### src/rtl/alu_issue.sv
// Single-issue ALU sequencer: accepts one instruction, decodes it, drives the
// ALU for a fixed number of EXEC cycles and writes the result back.
module alu_issue #(
  parameter int unsigned EXEC_CYCLES   = 1,
  parameter int unsigned MULDIV_CYCLES = 4
) (
  input  logic        clk,
  input  logic        rst_n,
  input  logic        instr_valid,
  output logic        instr_ready,
  input  logic [31:0] instr,
  output logic [4:0]  ra_addr,
  output logic [4:0]  rb_addr,
  input  logic [31:0] ra_data,
  input  logic [31:0] rb_data,
  output logic [31:0] alu_a,
  output logic [31:0] alu_b,
  output logic [5:0]  alu_fn,
  input  logic [31:0] alu_result,
  output logic        wr_en,
  output logic [4:0]  wr_addr,
  output logic [31:0] wr_data,
  output logic        illegal,
  output logic        busy
);

  // state  | meaning
  // IDLE   | waiting for an instruction, instr_ready high
  // DECODE | opcode decoded, operands selected
  // EXEC   | ALU operands held while the counter runs down
  // WB     | register-file write (or divide-by-zero fault) cycle

  localparam logic [5:0] alu_ADD   = 6'h20;
  localparam logic [5:0] alu_SUB   = 6'h21;
  localparam logic [5:0] alu_MUL   = 6'h22;
  localparam logic [5:0] alu_DIV   = 6'h23;
  localparam logic [5:0] alu_CMPEQ = 6'h24;
  localparam logic [5:0] alu_CMPLT = 6'h25;
  localparam logic [5:0] alu_CMPLE = 6'h26;
  localparam logic [5:0] alu_AND   = 6'h28;
  localparam logic [5:0] alu_OR    = 6'h29;
  localparam logic [5:0] alu_XOR   = 6'h2A;
  localparam logic [5:0] alu_XNOR  = 6'h2B;
  localparam logic [5:0] alu_SHL   = 6'h2C;
  localparam logic [5:0] alu_SHR   = 6'h2D;
  localparam logic [5:0] alu_SRA   = 6'h2E;

  localparam logic [3:0] EXEC_LOAD   = 4'(EXEC_CYCLES - 1);
  localparam logic [3:0] MULDIV_LOAD = 4'(MULDIV_CYCLES - 1);

  typedef enum logic [1:0] {IDLE, DECODE, EXEC, WB} state_t;

  state_t      state, state_nxt;
  logic [31:0] instr_q;
  logic [3:0]  cnt, cnt_nxt;
  logic        wr_en_q, illegal_q, wr_set, ill_set, load_wb;
  logic [31:0] wr_data_q;

  logic        active, legal, is_const, is_shift, is_muldiv, is_div, div_zero;
  logic [5:0]  fn_dec;
  logic [4:0]  rc, ra, rb;
  logic [31:0] b_raw, b_eff;

  assign active   = (state != IDLE);
  assign rc       = instr_q[25:21];
  assign ra       = instr_q[20:16];
  assign rb       = instr_q[15:11];
  assign is_const = instr_q[30];

  always_comb begin
    fn_dec    = alu_ADD;
    legal     = instr_q[31];
    is_shift  = 1'b0;
    is_muldiv = 1'b0;
    is_div    = 1'b0;
    case (instr_q[29:26])
      4'h0: fn_dec = alu_ADD;
      4'h1: fn_dec = alu_SUB;
      4'h2: begin fn_dec = alu_MUL; is_muldiv = 1'b1; end
      4'h3: begin fn_dec = alu_DIV; is_muldiv = 1'b1; is_div = 1'b1; end
      4'h4: fn_dec = alu_CMPEQ;
      4'h5: fn_dec = alu_CMPLT;
      4'h6: fn_dec = alu_CMPLE;
      4'h8: fn_dec = alu_AND;
      4'h9: fn_dec = alu_OR;
      4'hA: fn_dec = alu_XOR;
      4'hB: fn_dec = alu_XNOR;
      4'hC: begin fn_dec = alu_SHL; is_shift = 1'b1; end
      4'hD: begin fn_dec = alu_SHR; is_shift = 1'b1; end
      4'hE: begin fn_dec = alu_SRA; is_shift = 1'b1; end
      default: legal = 1'b0;
    endcase
  end

  assign b_raw    = is_const ? {{16{instr_q[15]}}, instr_q[15:0]}
                             : ((rb == 5'd31) ? 32'd0 : rb_data);
  assign b_eff    = is_shift ? {27'd0, b_raw[4:0]} : b_raw;
  assign div_zero = is_div && (b_eff == 32'd0);

  // Operand paths are forced to zero in IDLE so reset shows a clean bus.
  assign ra_addr = active ? ra : 5'd0;
  assign rb_addr = active ? rb : 5'd0;
  assign alu_a   = (active && ra != 5'd31) ? ra_data : 32'd0;
  assign alu_b   = active ? b_eff : 32'd0;
  assign alu_fn  = (active && legal) ? fn_dec : 6'd0;
  assign wr_addr = active ? rc : 5'd0;

  assign instr_ready = (state == IDLE);
  assign busy        = active;
  assign wr_en       = wr_en_q;
  assign illegal     = illegal_q;
  assign wr_data     = wr_data_q;

  always_comb begin
    state_nxt = state;
    cnt_nxt   = cnt;
    wr_set    = 1'b0;
    ill_set   = 1'b0;
    load_wb   = 1'b0;
    case (state)
      IDLE: if (instr_valid) state_nxt = DECODE;
      DECODE: begin
        if (!legal) begin
          ill_set   = 1'b1;
          state_nxt = IDLE;
        end else begin
          cnt_nxt   = is_muldiv ? MULDIV_LOAD : EXEC_LOAD;
          state_nxt = EXEC;
        end
      end
      EXEC: begin
        if (cnt == 4'd0) begin
          load_wb   = 1'b1;
          ill_set   = div_zero;
          wr_set    = !div_zero && (rc != 5'd31);
          state_nxt = WB;
        end else begin
          cnt_nxt = cnt - 4'd1;
        end
      end
      WB: state_nxt = IDLE;
      default: state_nxt = IDLE;
    endcase
  end

  always_ff @(posedge clk or negedge rst_n) begin
    if (!rst_n) begin
      state     <= IDLE;
      cnt       <= 4'd0;
      instr_q   <= 32'd0;
      wr_en_q   <= 1'b0;
      illegal_q <= 1'b0;
      wr_data_q <= 32'd0;
    end else begin
      state     <= state_nxt;
      cnt       <= cnt_nxt;
      wr_en_q   <= wr_set;
      illegal_q <= ill_set;
      if (state == IDLE && instr_valid) instr_q <= instr;
      if (load_wb) wr_data_q <= alu_result;
    end
  end

endmodule

### config.mk
export PLATFORM = sky130hd
export DESIGN_NAME = alu_issue
export DESIGN_NICKNAME = d
export VERILOG_FILES = /design/src/rtl/alu_issue.sv
export SDC_FILE = /design/constraint.sdc
export NUM_CORES = 1
export LEC_CHECK = 0
export BUFFER_PORTS_ARGS = -buffer_cell sky130_fd_sc_hd__buf_4
export CAP_MARGIN = 30
export CORE_UTILIZATION = 30
export DETAILED_ROUTE_END_ITERATION = 16
export GPL_TIMING_DRIVEN = 0
export SETUP_SLACK_MARGIN = 0.3
export SYNTH_ARGS = -nofsm -noshare
export SYNTH_HDL_FRONTEND = slang
export SYNTH_SLANG_ARGS = --single-unit
### constraint.sdc
create_clock -name clk -period 2.3 [get_ports clk]
set_input_delay 0.46 -clock clk [delete_from_list [all_inputs] [get_ports clk]]
set_output_delay 0.46 -clock clk [all_outputs]
set_load 0.005 [all_outputs]
Yosys cells after proc, flatten, opt, wreduce, memory -nomap -nowiden
Cells that the tools add are included.

Register bits after elaboration: 72. Output and inout bits: 121. Input bits: 131.

Eq/ne operators: 23. Add/sub/neg operators: 1. Mux-type cells: 29. Reduce and logical (&&, ||, !) cells: 17.

Operators by type and width (number): two-way mux 32 bit (5); case mux 4 bit (13 select lines) (1); zero test 32 bit (1); == test 4 bit (second input constant) (7); two-way mux 5 bit (3); OR reduction 14 bit (1); == test 4 x 3 -> 1 bit (second input constant) (3); two-way mux 1 bit (10); inequality test 5 bit (second input constant) (2); == test 4 x 2 -> 1 bit (second input constant) (2); zero test 4 bit (2); two-way mux 2 bit (4); two-way mux 4 bit (2); inequality test 2 bit (second input constant) (4); case mux 2 bit (4 select lines) (1); case mux 4 bit (2 select lines) (1); two-way mux 6 bit (1); == test 5 bit (second input constant) (1); logical AND 1 bit (5); == test 2 bit (second input constant) (2); == test 4 x 1 -> 1 bit (second input constant) (1); nonzero test 2 bit (2); subtractor 4 x 1 -> 4 bit (second input constant) (1); AND reduction 3 bit (1); 7 further kinds (7).

Logic depth before layout (Yosys ltp)
Depth after elaboration: 10. Depth in mapped cells: 7. Gate-level depth less buffers: 7.

Least setup slack after synthesis
OpenSTA, ideal clock, no wires.

Kind: reg2out. Start point: register state[0]. End point: output alu_a[10]. Arrival time: 1.422 ns. Stages on the path, launching flop included: 7. Setup slack: 0.418 ns. Path through: dfrtp_1 > inv_1 > ha_1 > clkbuf_1 > a31oi_1 > clkbuf_1 > and2_1.

Cells in the longest elaborated chain, start to end: 3.

RTL lines: start, declared (RTL line 53) `state_t state, state_nxt;`; start signal, assigned (RTL line 155) `state <= state_nxt;`; nonzero test 2 bit (RTL line 64) `assign active = (state != IDLE);`; logical AND 1 bit (RTL line 103) `assign alu_a = (active && ra != 5'd31) ? ra_data : 32'd0;`; two-way mux 32 bit (RTL line 103); end, declared (RTL line 16) `output logic [31:0] alu_a,`.

Every way passes these cells.

==> flow_metrics.env <==
export IMPL_status="finished, final reports clean"
export IMPL_grt_pass1_wl_mm=20.0
export IMPL_seq_area_um2=1810
export IMPL_num_fill_cells=1059
export IMPL_grt_max_degree=73
export IMPL_synth_top_area_share_pct=45.8
export IMPL_grt_pass1_vias=3950
export IMPL_htree_num_levels=3
export IMPL_final_common_cell="buf_4"
export IMPL_viasPerCell=4.84
export IMPL_syn_avg_cell_area_um2=10.5
export IMPL_routedWlPerCell_um=17.4
export IMPL_initial_utilization_pct=30.9
export IMPL_netlist_top_cell_by_area="dfrtp_1"
export IMPL_fin_util_pct=59.7
export IMPL_worst_setup_path_start_kind="flip-flop"
export IMPL_finalHoldViolCount=0
export IMPL_synth_mux_area_share_pct=18.6
export IMPL_grt_overflow_total=0
export IMPL_diodes=0
export IMPL_fmax_mhz=451
export IMPL_vias=4123
export IMPL_syn_nets=511
export IMPL_reg2reg_depth=8
export IMPL_seq_area_frac_synth_pct=45.8
export IMPL_p_total_mw=11.8
export IMPL_syn_instance_count=375
export IMPL_worstPathArrival_ns=1.76
export IMPL_yosys_area_share_simple_pct=17.8
export IMPL_io_pins=252
export IMPL_worstSkewPairLatency_ns=0.33
export IMPL_reg2reg_slack_ns=0.36
export IMPL_cts_root_buf="clkbuf_16"
export IMPL_area_growth_pct=93.0
export IMPL_min_delay_start="alu_result[14]"
export IMPL_multi_input_comb_area_um2=2420
export IMPL_tns_ns=0
export IMPL_dieArea_um2=13600
export IMPL_peakVddDrop_uv=533
export IMPL_place_congestion=0.878
export IMPL_leakage_nw=3.65
export IMPL_rsz0062_at_grt="yes"
export IMPL_cts_buffers_inserted=9
export IMPL_hpwl_mm=10.1
export IMPL_die_h_um=116
export IMPL_drt_total_wl_mm=14.8
export IMPL_worst_slack_ns=0.0846
export IMPL_clk_path_buf_depth=2
export IMPL_end_kind="primary output"
export IMPL_required_ns=1.84
export IMPL_period_needed_ns=2.22
export IMPL_cts_clk_slew_worst_paths_ns=0.06
export IMPL_drive_gt1_share_pct=73.5
export IMPL_drc_errors=0
export IMPL_cp_max_fo=7
export IMPL_ant_nets=0
export IMPL_cts_tree="yes"
export IMPL_fin_nets=810
export IMPL_synth_xor_area_share_pct=0
export IMPL_synth_cell_types=46
export IMPL_synthAdderAreaFrac_pct=1.59
export IMPL_drt_iter0_markers=147
export IMPL_hold_end="wr_data[14]$_DFFE_PN0P_"
export IMPL_fin_crit_sh_pct=96.3
export IMPL_grt_usage_pct=19.7
export IMPL_finalSetupViolations=0
export IMPL_dp_slack_ns=-0.0780
export IMPL_antenna_found_initial=0
export IMPL_maxCapViolations=0
export IMPL_die_width_um=116
export IMPL_std_cell_rows=41
export IMPL_netlist_area_um2=3930
export IMPL_yosysWarnings=0
export IMPL_synth_top_family_by_area="multiplexers"
export IMPL_dr_pass1_iters=4
export IMPL_design_core_area_um2=12700
export IMPL_synthTopCellsByArea="dfrtp_1, mux2_2, and2_1"
export IMPL_fin_skew_ns=0.00454
export IMPL_ys_flop_type="dfrtp_1"
export IMPL_critical_path_class="reg2out"
export IMPL_synth_compound_area_share_pct=11.5
export IMPL_synth_edf_count=0
export IMPL_final_cell_mix="buf_4, dfrtp_1, buf_6"
export IMPL_r2r_end="instr_q[13]$_DFFE_PN0P_"
export IMPL_hold_path_cell_count=2
export IMPL_hold_class="in2reg"
export IMPL_synthArstFlopShare_pct=100
export IMPL_portBuffers=250
export IMPL_cts_sinks=72
export IMPL_drv_slew=0
export IMPL_powerDensity_nw_per_um2=1550
export IMPL_ys_seq_elements=72
-- how the worst max path moves through the flow --
stage	slack, ns	cells past startpoint	endpoint
6_report	0.08	9	alu_b[19]
3_5_place_dp	-0.08	7	alu_a[21]
2_1_floorplan	0.42	6	alu_a[10]
5_1_grt	0.02	7	alu_b[30]
3_3_place_gp	-0.03	7	alu_a[21]
4_1_cts	0.10	8	alu_a[29]
-- area by class of cell --
cell class | instances | share of cell area, %
Inverter | 12 | 0.758
Multi-Input combinational cell | 267 | 31.9
Buffer | 24 | 3.69
Sequential cell | 72 | 23.8
Clock inverter | 4 | 0.676
Timing Repair Buffer | 288 | 32.8
Clock buffer | 12 | 3.51
Tap cell | 172 | 2.84
-- flip-flops by register name (all words and copies together) (netlist names), named ones only --
| register | cells |
|---|---|
| instr_q | 32 |
| wr_data | 32 |
| cnt | 4 |
| illegal | 1 |
| state | 1 |
| wr_en | 1 |
-- cells in the mapped netlist, types with 2 or more instances --
library cell   n
nand4_1        2
nand3b_1       2
o21ai_0        4
clkbuf_1       8
nor2b_1       15
nor4_1         6
nor3_1         4
buf_2          9
nand2_1       12
nand3_1        6
nor2_1        42
buf_4          3
dfrtp_1       72
a22o_1         2
a22oi_1       16
and2_1        33
a21oi_1       22
and3_2         2
ha_1           5
and3_1         5
a31oi_1        2
mux2_2        64
o21ai_1        2
o31ai_1        3
buf_6          2
inv_1         12
-- critical path: stages (launching register included) --
cell and delay (ns):
dfrtp_1 0.40, inv_2 0.09, ha_4 0.15, clkbuf_16 0.14, buf_12 0.10, clkinv_8 0.05, o211ai_4 0.11, buf_8 0.20
nor2_4 0.04, buf_4 0.13
-- through the flow --
step / instance area, um^2 / hold WS, ns / cells
global placement: 6020 / 0.495 / 797
detailed placement: 6020 / 0.497 / 797
finish: 7590 / 0.360 / 851
global route: 7590 / 0.347 / 851
CTS: 6960 / 0.304 / 842
floorplan: 3930 / 0.164 / 375
-- routing by layer --
layer	part of all wire, %	GRT usage (%)	up-vias
met2	52	35.0	174
met4	1.6	5.47	0
li1	-	-	1916
met3	6.6	4.62	23
met1	39	23.6	2010
met5	0	0	-
-- report_power, final --
group / internal, mW / switching, mW
Sequential: 1.92 / 0.471
Clock: 0.928 / 0.529
Combinational: 4.66 / 3.29
-- cell families after synthesis --
kind of cell / after synthesis
simple gates: 133
flops: 72
mux: 65
compound gates: 63
buf+inv: 36
fa+ha+maj: 5
other cells: 1
-- what timing repair did --
| action | CTS | global route |
|---|---|---|
| resized for setup | 111 | 142 |
| setup buffers | 25 | 4 |
| pin swaps | 44 | 26 |
| hold buffers | 0 | 1 |
| setup endpoints to repair | 85 | 115 |
| endpoints found under the hold margin | 0 | 4 |
| gates cloned | 4 | 3 |
(Power assumes the default switching activity.)
